$ cat config.mk
export PLATFORM = sky130hd
export DESIGN_NAME = wb_stage_arb
export DESIGN_NICKNAME = d
export VERILOG_FILES = /design/src/rtl/wb_stage_arb.sv
export SDC_FILE = /design/constraint.sdc
export NUM_CORES = 1
export LEC_CHECK = 0
export ABC_CLOCK_PERIOD_IN_PS = 4200
export CORE_ASPECT_RATIO = 1.4
export CORE_MARGIN = 4
export CORE_UTILIZATION = 30
export CTS_BUF_LIST = sky130_fd_sc_hd__clkbuf_2 sky130_fd_sc_hd__clkbuf_4 sky130_fd_sc_hd__clkbuf_8
export CTS_CLUSTER_SIZE = 24
export DETAILED_ROUTE_END_ITERATION = 12
export PLACE_DENSITY_LB_ADDON = 0.1
export SKIP_CTS_REPAIR_TIMING = 1
export SYNTH_ARGS = -nofsm -noshare
export SYNTH_HDL_FRONTEND = slang
export SYNTH_SLANG_ARGS = --single-unit
$ cat constraint.sdc
create_clock -name clk -period 4.2 [get_ports clk]
set_input_delay 0.42 -clock clk [delete_from_list [all_inputs] [get_ports clk]]
set_output_delay 0.42 -clock clk [all_outputs]
set_load 0.01 [all_outputs]
$ cat src/rtl/wb_stage_arb.sv
// Writeback stage: merges the in-order result with NUM_LATE late producers through a FIFO.
// Uses round-robin late arbitration and a starvation guard. Define WB_LOAD_ALIGN_EN for load alignment and extension.
module wb_stage_arb #(
  parameter int XLEN         = 32,
  parameter int NUM_LATE     = 2,
  parameter int DEPTH        = 4,
  parameter int STARVE_LIMIT = 8
) (
  input  logic                     clk,
  input  logic                     rst_n,
  input  logic                     in_valid,
  output logic                     in_ready,
  input  logic [XLEN-1:0]          opr_res,
  input  logic [XLEN-1:0]          lsu_rdata,
  input  logic [XLEN-1:0]          pc4,
  input  logic [4:0]               rd,
  input  logic                     rf_en,
  input  logic [1:0]               wb_sel,
  input  logic [2:0]               lsu_op,
  input  logic [1:0]               lsu_off,
  input  logic [NUM_LATE-1:0]      late_valid,
  output logic [NUM_LATE-1:0]      late_ready,
  input  logic [NUM_LATE*XLEN-1:0] late_data,
  input  logic [NUM_LATE*5-1:0]    late_rd,
  output logic                     rf_we,
  output logic [4:0]               rf_waddr,
  output logic [XLEN-1:0]          rf_wdata,
  output logic                     wb_src_late
);

  localparam int AW  = $clog2(DEPTH);
  localparam int RRW = (NUM_LATE > 1) ? $clog2(NUM_LATE) : 1;
  localparam int SW  = $clog2(STARVE_LIMIT + 1);

  logic [XLEN-1:0] fifo_data_mem [DEPTH];
  logic [4:0]      fifo_rd_mem   [DEPTH];

  logic [AW-1:0]   wptr_q, wptr_d, rptr_q, rptr_d;
  logic [AW:0]     count_q, count_d;
  logic [RRW-1:0]  rr_ptr_q, rr_ptr_d;
  logic [SW-1:0]   starve_q, starve_d;
  logic            rf_we_q, rf_we_d;
  logic [4:0]      rf_waddr_q, rf_waddr_d;
  logic [XLEN-1:0] rf_wdata_q, rf_wdata_d;
  logic            src_late_q, src_late_d;

  logic [XLEN-1:0] late_data_arr [NUM_LATE];
  logic [4:0]      late_rd_arr   [NUM_LATE];
  logic            grant_any;
  logic [RRW-1:0]  grant_idx;
  logic [RRW:0]    scan_sum;
  logic            fifo_empty, fifo_full;
  logic            main_xfer, main_wr, pop, push;
  logic [XLEN-1:0] load_data, main_data;

  genvar gi;
  generate
    for (gi = 0; gi < NUM_LATE; gi++) begin : g_chan
      assign late_data_arr[gi] = late_data[gi*XLEN +: XLEN];
      assign late_rd_arr[gi]   = late_rd[gi*5 +: 5];
      assign late_ready[gi]    = rst_n & grant_any & (grant_idx == RRW'(gi));
    end
  endgenerate

  assign fifo_empty = (count_q == '0);
  assign fifo_full  = (count_q == (AW+1)'(DEPTH));

  // Search starts at rr_ptr and wraps; a full FIFO blocks every grant.
  always_comb begin
    grant_any = 1'b0;
    grant_idx = '0;
    scan_sum  = '0;
    for (int k = 0; k < NUM_LATE; k++) begin
      scan_sum = {1'b0, rr_ptr_q} + (RRW+1)'(k);
      if (scan_sum >= (RRW+1)'(NUM_LATE))
        scan_sum = scan_sum - (RRW+1)'(NUM_LATE);
      if (!grant_any && late_valid[scan_sum[RRW-1:0]]) begin
        grant_any = 1'b1;
        grant_idx = scan_sum[RRW-1:0];
      end
    end
    if (fifo_full)
      grant_any = 1'b0;
  end

`ifdef WB_LOAD_ALIGN_EN
  logic [XLEN-1:0] load_shift;
  assign load_shift = lsu_rdata >> {lsu_off, 3'b000};

  always_comb begin
    load_data = load_shift;
    case (lsu_op)
      3'b000:  load_data = {{(XLEN-8){load_shift[7]}}, load_shift[7:0]};
      3'b001:  load_data = {{(XLEN-16){load_shift[15]}}, load_shift[15:0]};
      3'b100:  load_data = {{(XLEN-8){1'b0}}, load_shift[7:0]};
      3'b101:  load_data = {{(XLEN-16){1'b0}}, load_shift[15:0]};
      default: load_data = load_shift;
    endcase
  end
`else
  logic unused_load_ctrl;
  assign unused_load_ctrl = ^{lsu_op, lsu_off};
  assign load_data        = lsu_rdata;
`endif

  always_comb begin
    case (wb_sel)
      2'd1:    main_data = load_data;
      2'd2:    main_data = pc4;
      default: main_data = opr_res;
    endcase
  end

  // Throttling the main path for one cycle guarantees the FIFO head drains.
  assign in_ready  = (starve_q != SW'(STARVE_LIMIT));
  assign main_xfer = in_valid & in_ready;
  assign main_wr   = main_xfer & rf_en & (rd != 5'd0);
  assign pop       = ~fifo_empty & ~main_wr;
  assign push      = grant_any & (late_rd_arr[grant_idx] != 5'd0);

  always_comb begin
    wptr_d   = wptr_q + AW'(push);
    rptr_d   = rptr_q + AW'(pop);
    count_d  = count_q + (AW+1)'(push) - (AW+1)'(pop);
    rr_ptr_d = rr_ptr_q;
    if (grant_any)
      rr_ptr_d = (grant_idx == RRW'(NUM_LATE-1)) ? '0 : grant_idx + 1'b1;
    starve_d = (fifo_empty || pop) ? '0 : starve_q + 1'b1;
  end

  always_comb begin
    rf_we_d    = 1'b0;
    rf_waddr_d = rf_waddr_q;
    rf_wdata_d = rf_wdata_q;
    src_late_d = 1'b0;
    if (main_wr) begin
      rf_we_d    = 1'b1;
      rf_waddr_d = rd;
      rf_wdata_d = main_data;
    end else if (pop) begin
      rf_we_d    = 1'b1;
      rf_waddr_d = fifo_rd_mem[rptr_q];
      rf_wdata_d = fifo_data_mem[rptr_q];
      src_late_d = 1'b1;
    end
  end

  // Storage has no reset: pointers and count define what is valid.
  always_ff @(posedge clk) begin
    if (push) begin
      fifo_data_mem[wptr_q] <= late_data_arr[grant_idx];
      fifo_rd_mem[wptr_q]   <= late_rd_arr[grant_idx];
    end
  end

  always_ff @(posedge clk or negedge rst_n) begin
    if (!rst_n) begin
      wptr_q     <= '0;
      rptr_q     <= '0;
      count_q    <= '0;
      rr_ptr_q   <= '0;
      starve_q   <= '0;
      rf_we_q    <= 1'b0;
      rf_waddr_q <= '0;
      rf_wdata_q <= '0;
      src_late_q <= 1'b0;
    end else begin
      wptr_q     <= wptr_d;
      rptr_q     <= rptr_d;
      count_q    <= count_d;
      rr_ptr_q   <= rr_ptr_d;
      starve_q   <= starve_d;
      rf_we_q    <= rf_we_d;
      rf_waddr_q <= rf_waddr_d;
      rf_wdata_q <= rf_wdata_d;
      src_late_q <= src_late_d;
    end
  end

  assign rf_we       = rf_we_q;
  assign rf_waddr    = rf_waddr_q;
  assign rf_wdata    = rf_wdata_q;
  assign wb_src_late = src_late_q;

endmodule

==> results of run 1 <==
-- flip-flops by register name, summed over array words and instances (netlist names) --
register and count:
count_q 3, fifo_data_mem 128, fifo_rd_mem 20, rf_waddr 5, rf_wdata 32, rf_we 1
rptr_q 2, rr_ptr_q 1, starve_q 4, wb_src_late 1, wptr_q 2
-- cells in the mapped netlist (all sizes together) --
cell       n  area (um^2)
edfxtp   148         4440
nand4      1         6.26
and2       3         18.8
nor3b      1         7.51
a22oi     32          240
or4        1         11.3
xor2       4         35.0
fa         1         20.0
nand2b     1         6.26
a211o      1         8.76
nor3       6         30.0
a211oi    32          240
nand3b     3         22.5
nor2b      1         6.26
inv       10         37.5
a21oi      2         10.0
o21a       1         7.51
ha         8          100
buf       18          131
mux2i      1         10.0
o2111ai    1         26.3
nand3      6         30.0
or3        1         6.26
o21ai      3         15.0
nand2     73          274
mux4      37          833
clkbuf    23         86.3
xnor2      2         17.5
o211a      1         10.0
a32oi      2         17.5
dfrtp     51         1280
mux2      36          405
a31oi     38          238
o221a      1         11.3
and3       1         6.26
nor2      39          146
-- final cells by class --
type | count | area share
flip-flops and latches | 199 | 0.482
clock inverters | 14 | 0.0139
clock buffers | 18 | 0.0209
well taps | 375 | 0.0395
repair buffers | 238 | 0.198
inverters | 10 | 0.00316
multi-input cells | 340 | 0.242
-- cells by family after synthesis --
kind of cell | synth area share
adders and majority gates | 0.0137
muxes | 0.142
DFF | 0.651
buffers and inverters | 0.0290
xor gates and xnor gates | 0.00598
and+or+nand+nor | 0.0650
AOI/OAI and AO/OA | 0.0938
-- power by group through the flow --
stage               Clock (mW)  Sequential (mW)  Combinational, mW
global placement             0             3.21               2.59
floorplan                    0             3.20               1.43
finish                    1.26             3.19               2.54
detailed placement           0             3.25               2.61
CTS                       1.29             3.21               2.62
global route              1.38             3.26               2.78
-- per-stage QoR --
stage               area (um^2)  setup WS, ns  hold WS [ns]
CTS                       11900          1.33         0.143
detailed placement        11500          1.03         0.497
finish                    11900          1.32         0.118
floorplan                  8790         0.600         0.124
global placement          11500          1.09         0.477
global route              11900          1.17         0.163
-- worst paths after layout --
| kind | slack, ns | cells after the start | to | startpoint |
|---|---|---|---|---|
| worst max-delay path | 1.32 | 6 | late_ready[0] | late_valid[1] |
| worst min-delay path | 0.12 | 2 | wptr_q[0]$_DFF_PN0_ | rst_n |
| worst max register to register | 1.38 | 9 | count_q[2]$_DFF_PN0_ | count_q[1]$_DFF_PN0_ |
| worst min register to register | 0.52 | 1 | starve_q[0]$_DFF_PN0_ | starve_q[0]$_DFF_PN0_ |
| max in group asynchronous | 3.51 | 2 | rptr_q[1]$_DFF_PN0_ | rst_n |
| min in group clk | 0.52 | 1 | starve_q[0]$_DFF_PN0_ | starve_q[0]$_DFF_PN0_ |
-- routing by layer --
layer / GRT usage / share of wire / vias up
li1: - / - / 2722
met5: 0 / 0 / -
met3: 0.0290 / 0.036 / 13
met4: 0.0332 / 0.011 / 0
met1: 0.180 / 0.40 / 2986
met2: 0.290 / 0.55 / 158
==> run_results.csv, run 1 <==
group,metric,value,unit
pwr,peakVddDrop,0.332,mV
grt,antenna_found_initial,0,
clocking,cts.sinks,199,
run_status,status,"complete, no violations",
synthesis,synthCells,590,
layout,nFillCells,2688,
clocking,cts_buffers,17,
sta,fin_skew,0.0200,ns
synthesis,yosysWarnings,0,
setup_path,critPathArrivalTime,2.46,ns
setup_path,cp_max_fo,9,
job,timing.max_cap.violations,0,
hold_path,hp-class,"input pin to async pin",
synthesis,ys_ff_latch,199,
pwr,p_clk_frac,0.180,
pwr,p_int,4.71,mW
sta,tns,0,ns
clocking,clk_latency,0.46,ns
layout,final_cells,1194,
placement,gp_congestion,0.794,
grt,grt_overflow,0,
synthesis,synth_fp_nets,787,
setup_path,path_buf_inv,2,
die,die_area,0.0322,mm^2
sta,worst_pin_slew,1.05,ns
layout,final_nets,1003,
grt,gr-usage-all-layers,0.153,
die,start_util,0.307,
layout,syn_to_final_growth,35.0,%
layout,drive_gt1_frac,0.160,
layout,final_common_cell,"clkdlybuf4s50_1",
setup_path,cp_slowest_stage_delay,0.61,ns
setup_path,cp-end-kind,"primary output",
drt,drc,0,
grt,grt_max_degree,79,
die,rows,73,
drt,first_iter_violations,246,
sta,finalHoldViolations,0,
synthesis,ys_types,39,
setup_path,crit_slowest_cell,"clkdlybuf4s50_1",
pwr,swShare,0.327,
layout,final_cell_mix,"clkdlybuf4s50_1, edfxtp_1, nand2_1",
die,die_x,153,um
setup_path,worstSetupPathType,"input pin to primary output",
sta,rsz0062_at_grt,"no",
setup_path,worstPathCellList,"clkdlybuf4s50_1, nor2_1, a21oi_1, nand2_1, a21oi_1, clkdlybuf4s50_1",
pwr,p_seq_frac,0.456,
drt,ant_nets,0,
clocking,cts_buffer_depth,2,
layout,ff_latch_area,0.00572,mm^2
placement,placed_cells,1162,
setup_path,crit_path_start_kind,"input pin",
layout,final_util,0.414,
drt,viasPerCell,4.92,
clocking,clkTransAtPathRegs,0.11,ns
synthesis,seq_area_frac_synth,0.651,
sta,setup_viol,0,
clocking,htreeDepth,4,
synthesis,synth_area,0.00879,mm^2
setup_path,crit_family,"buffers and inverters",
layout,diodes,0,
grt,grt_pass1_vias,6450,
drt,vias,5879,
pwr,p_per_area,589,mW/mm^2
pwr,power,7.00,mW
layout,multi_input_area,0.00287,mm^2
placement,portBuffers,224,
pwr,p_sw,2.29,mW
setup_path,cp.required,3.78,ns
die,coreArea,0.0287,mm^2
placement,dp_hpwl,17100,um
grt,grt_pass1_wl,37900,um
synthesis,postSynthAreaPerCell,14.9,um^2
die,die_h,211,um
sta,slew_violations,0,
pwr,power_leakage,4.09,nW
sta,fin_crit,2.88,ns
drt,firstDrtPassIters,4,
sta,slew_headroom,0.302,
pwr,combPwrFrac,0.364,
clocking,cts-root-buf,"clkbuf_8",
drt,wl_per_cell,20.8,um
die,pin_count,230,
sta,fmax,347,MHz
clocking,cts_tree,"built",
drt,drt-total-wl,24800,um
sta,period_share,0.685,
Note: power is estimated with default switching activity, not from simulation.
==> run 2, diff against run 1 <==
--- a/config.mk
+++ b/config.mk
@@ -5,7 +5,7 @@
 export SDC_FILE = /design/constraint.sdc
 export NUM_CORES = 1
 export LEC_CHECK = 0
-export ABC_CLOCK_PERIOD_IN_PS = 4200
+export ABC_CLOCK_PERIOD_IN_PS = 2930
 export CORE_ASPECT_RATIO = 1.4
 export CORE_MARGIN = 4
 export CORE_UTILIZATION = 30
==> constraint.sdc (replaced) <==
create_clock -name clk -period 2.93 [get_ports clk]
set_input_delay 0.293 -clock clk [delete_from_list [all_inputs] [get_ports clk]]
set_output_delay 0.293 -clock clk [all_outputs]
set_load 0.01 [all_outputs]
==> run_results.csv, run 2 (synthesis results as in run 1) <==
group,metric,value,unit
sta,finalHoldViolations,0,
setup_path,critPathArrivalTime,2.32,ns
layout,diodes,0,
hold_path,hp-class,"input pin to async pin",
clocking,cts_buffers,17,
layout,largest_register_ffs,128,
sta,rsz0062_at_grt,"no",
grt,antenna_found_initial,0,
clocking,cts_tree,"built",
pwr,p_clk_frac,0.167,
sta,fin_crit,2.61,ns
setup_path,cp-end-kind,"primary output",
pwr,peakVddDrop,0.407,mV
setup_path,crit_slowest_cell,"clkdlybuf4s50_1",
setup_path,path_buf_inv,2,
placement,placed_cells,1175,
drt,firstDrtPassIters,4,
die,rows,73,
layout,drive_gt1_frac,0.172,
setup_path,crit_path_start_kind,"flop",
sta,slew_violations,0,
placement,dp_hpwl,18200,um
layout,nFillCells,2715,
clocking,clk_latency,0.46,ns
grt,grt_pass1_wl,39300,um
pwr,p_seq_frac,0.451,
clocking,cts_buffer_depth,2,
clocking,cts.sinks,199,
placement,dpl_cell_area,0.0116,mm^2
layout,final_cell_mix,"clkdlybuf4s50_1, edfxtp_1, nand2_1",
setup_path,crit_family,"buffers and inverters",
layout,top_register,"fifo_data_mem",
die,coreArea,0.0287,mm^2
setup_path,reg2reg_depth,10,
clocking,cts-root-buf,"clkbuf_8",
pwr,power,10.1,mW
drt,viasPerCell,4.93,
setup_path,cp_slowest_stage_delay,0.50,ns
grt,grt_max_degree,79,
placement,place_ws,0.0806,ns
drt,wl_per_cell,21.4,um
setup_path,cp.required,2.64,ns
layout,final_cells,1207,
clocking,htreeDepth,4,
sta,worst_pin_slew,0.872,ns
sta,slew_headroom,0.419,
die,die_area,0.0322,mm^2
pwr,p_sw,3.35,mW
sta,hold-worst-slack,0.0426,ns
sta,period_share,0.891,
die,pin_count,230,
die,die_h,211,um
setup_path,cp_num_cells,5,
placement,gp_congestion,0.780,
sta,worst_slack,0.320,ns
sta,setup_viol,0,
layout,fin_area,0.0120,mm^2
grt,gr-usage-all-layers,0.159,
die,die_x,153,um
die,start_util,0.307,
drt,ant_nets,0,
setup_path,cp_max_fo,36,
placement,portBuffers,224,
pwr,p_int,6.76,mW
setup_path,worstSetupPathType,"flop to primary output",
drt,first_iter_violations,227,
pwr,power_leakage,4.14,nW
sta,fmax,383,MHz
run_status,status,"complete, no violations",
pwr,combPwrFrac,0.382,
job,timing.max_cap.violations,0,
grt,grt_overflow,0,
sta,fin_skew,0.0137,ns
layout,final_common_cell,"clkdlybuf4s50_1",
clocking,clkTransAtPathRegs,0.11,ns
drt,drt-total-wl,25800,um
grt,grt_pass1_vias,6691,
layout,final_nets,1016,
drt,vias,5945,
pwr,swShare,0.331,
drt,drc,0,
setup_path,worstPathCellList,"nand2b_1, nand2_2, buf_4, nor2_1, clkdlybuf4s50_1",
pwr,p_per_area,843,mW/mm^2
layout,syn_to_final_growth,36.4,%
## run 2: changes by cell type in the layout (fill, tap and decap cells not counted), moves of 3 or more
| cell | change |
|---|---|
| clkinv_4 | -3 |
| clkinvlp_4 | +4 |
| buf_4 | +8 |
| buf_12 | +5 |
## run 2: layout make-up
type	instances	area (um^2)	share of cell area
clock buffer	17	234	0.0195
clock inverter	15	143	0.0119
inverter	10	37.5	0.00313
multi-input combinational	340	2870	0.240
sequential	199	5720	0.477
tap	375	469	0.0391
timing repair buffer	251	2510	0.210
## run 2: layer usage
layer,up-vias,GRT usage,wire length [um]
li1,2759,-,-
met1,3037,0.188,10500
met2,132,0.299,14100
met3,17,0.0294,800
met4,0,0.0384,338
met5,-,0,0
## run 2: path summary, 6_finish.rpt
| kind | startpoint | end | slack, ns |
|---|---|---|---|
| max | rr_ptr_q$_DFFE_PN0P_ | late_ready[1] | 0.32 |
| min | rst_n | starve_q[1]$_DFF_PN0_ | 0.04 |
| max in group asynchronous | rst_n | rptr_q[0]$_DFF_PN0_ | 2.34 |
| min reg2reg | starve_q[0]$_DFF_PN0_ | starve_q[0]$_DFF_PN0_ | 0.51 |
| min in group clk | rd[4] | rf_waddr[4]$_DFFE_PN0P_ | 0.47 |
| max reg2reg | rr_ptr_q$_DFFE_PN0P_ | count_q[2]$_DFF_PN0_ | 0.44 |
## run 2: power by group through the flow
stage / Sequential [mW] / Clock, mW / Combinational [mW]
5_1_grt: 4.67 / 1.85 / 4.21
4_1_cts: 4.59 / 1.76 / 3.99
3_3_place_gp: 4.59 / 0 / 3.93
3_5_place_dp: 4.64 / 0 / 3.98
6_report: 4.56 / 1.68 / 3.87
2_1_floorplan: 4.59 / 0 / 2.06
## run 2: through the flow
| stage | TNS, ns | utilization |
|---|---|---|
| after global routing | 0 | 0.418 |
| after global placement | 0 | 0.405 |
| final | 0 | 0.418 |
| after detailed placement | 0 | 0.405 |
| after CTS | 0 | 0.418 |
| after floorplan | -74.32 | - |
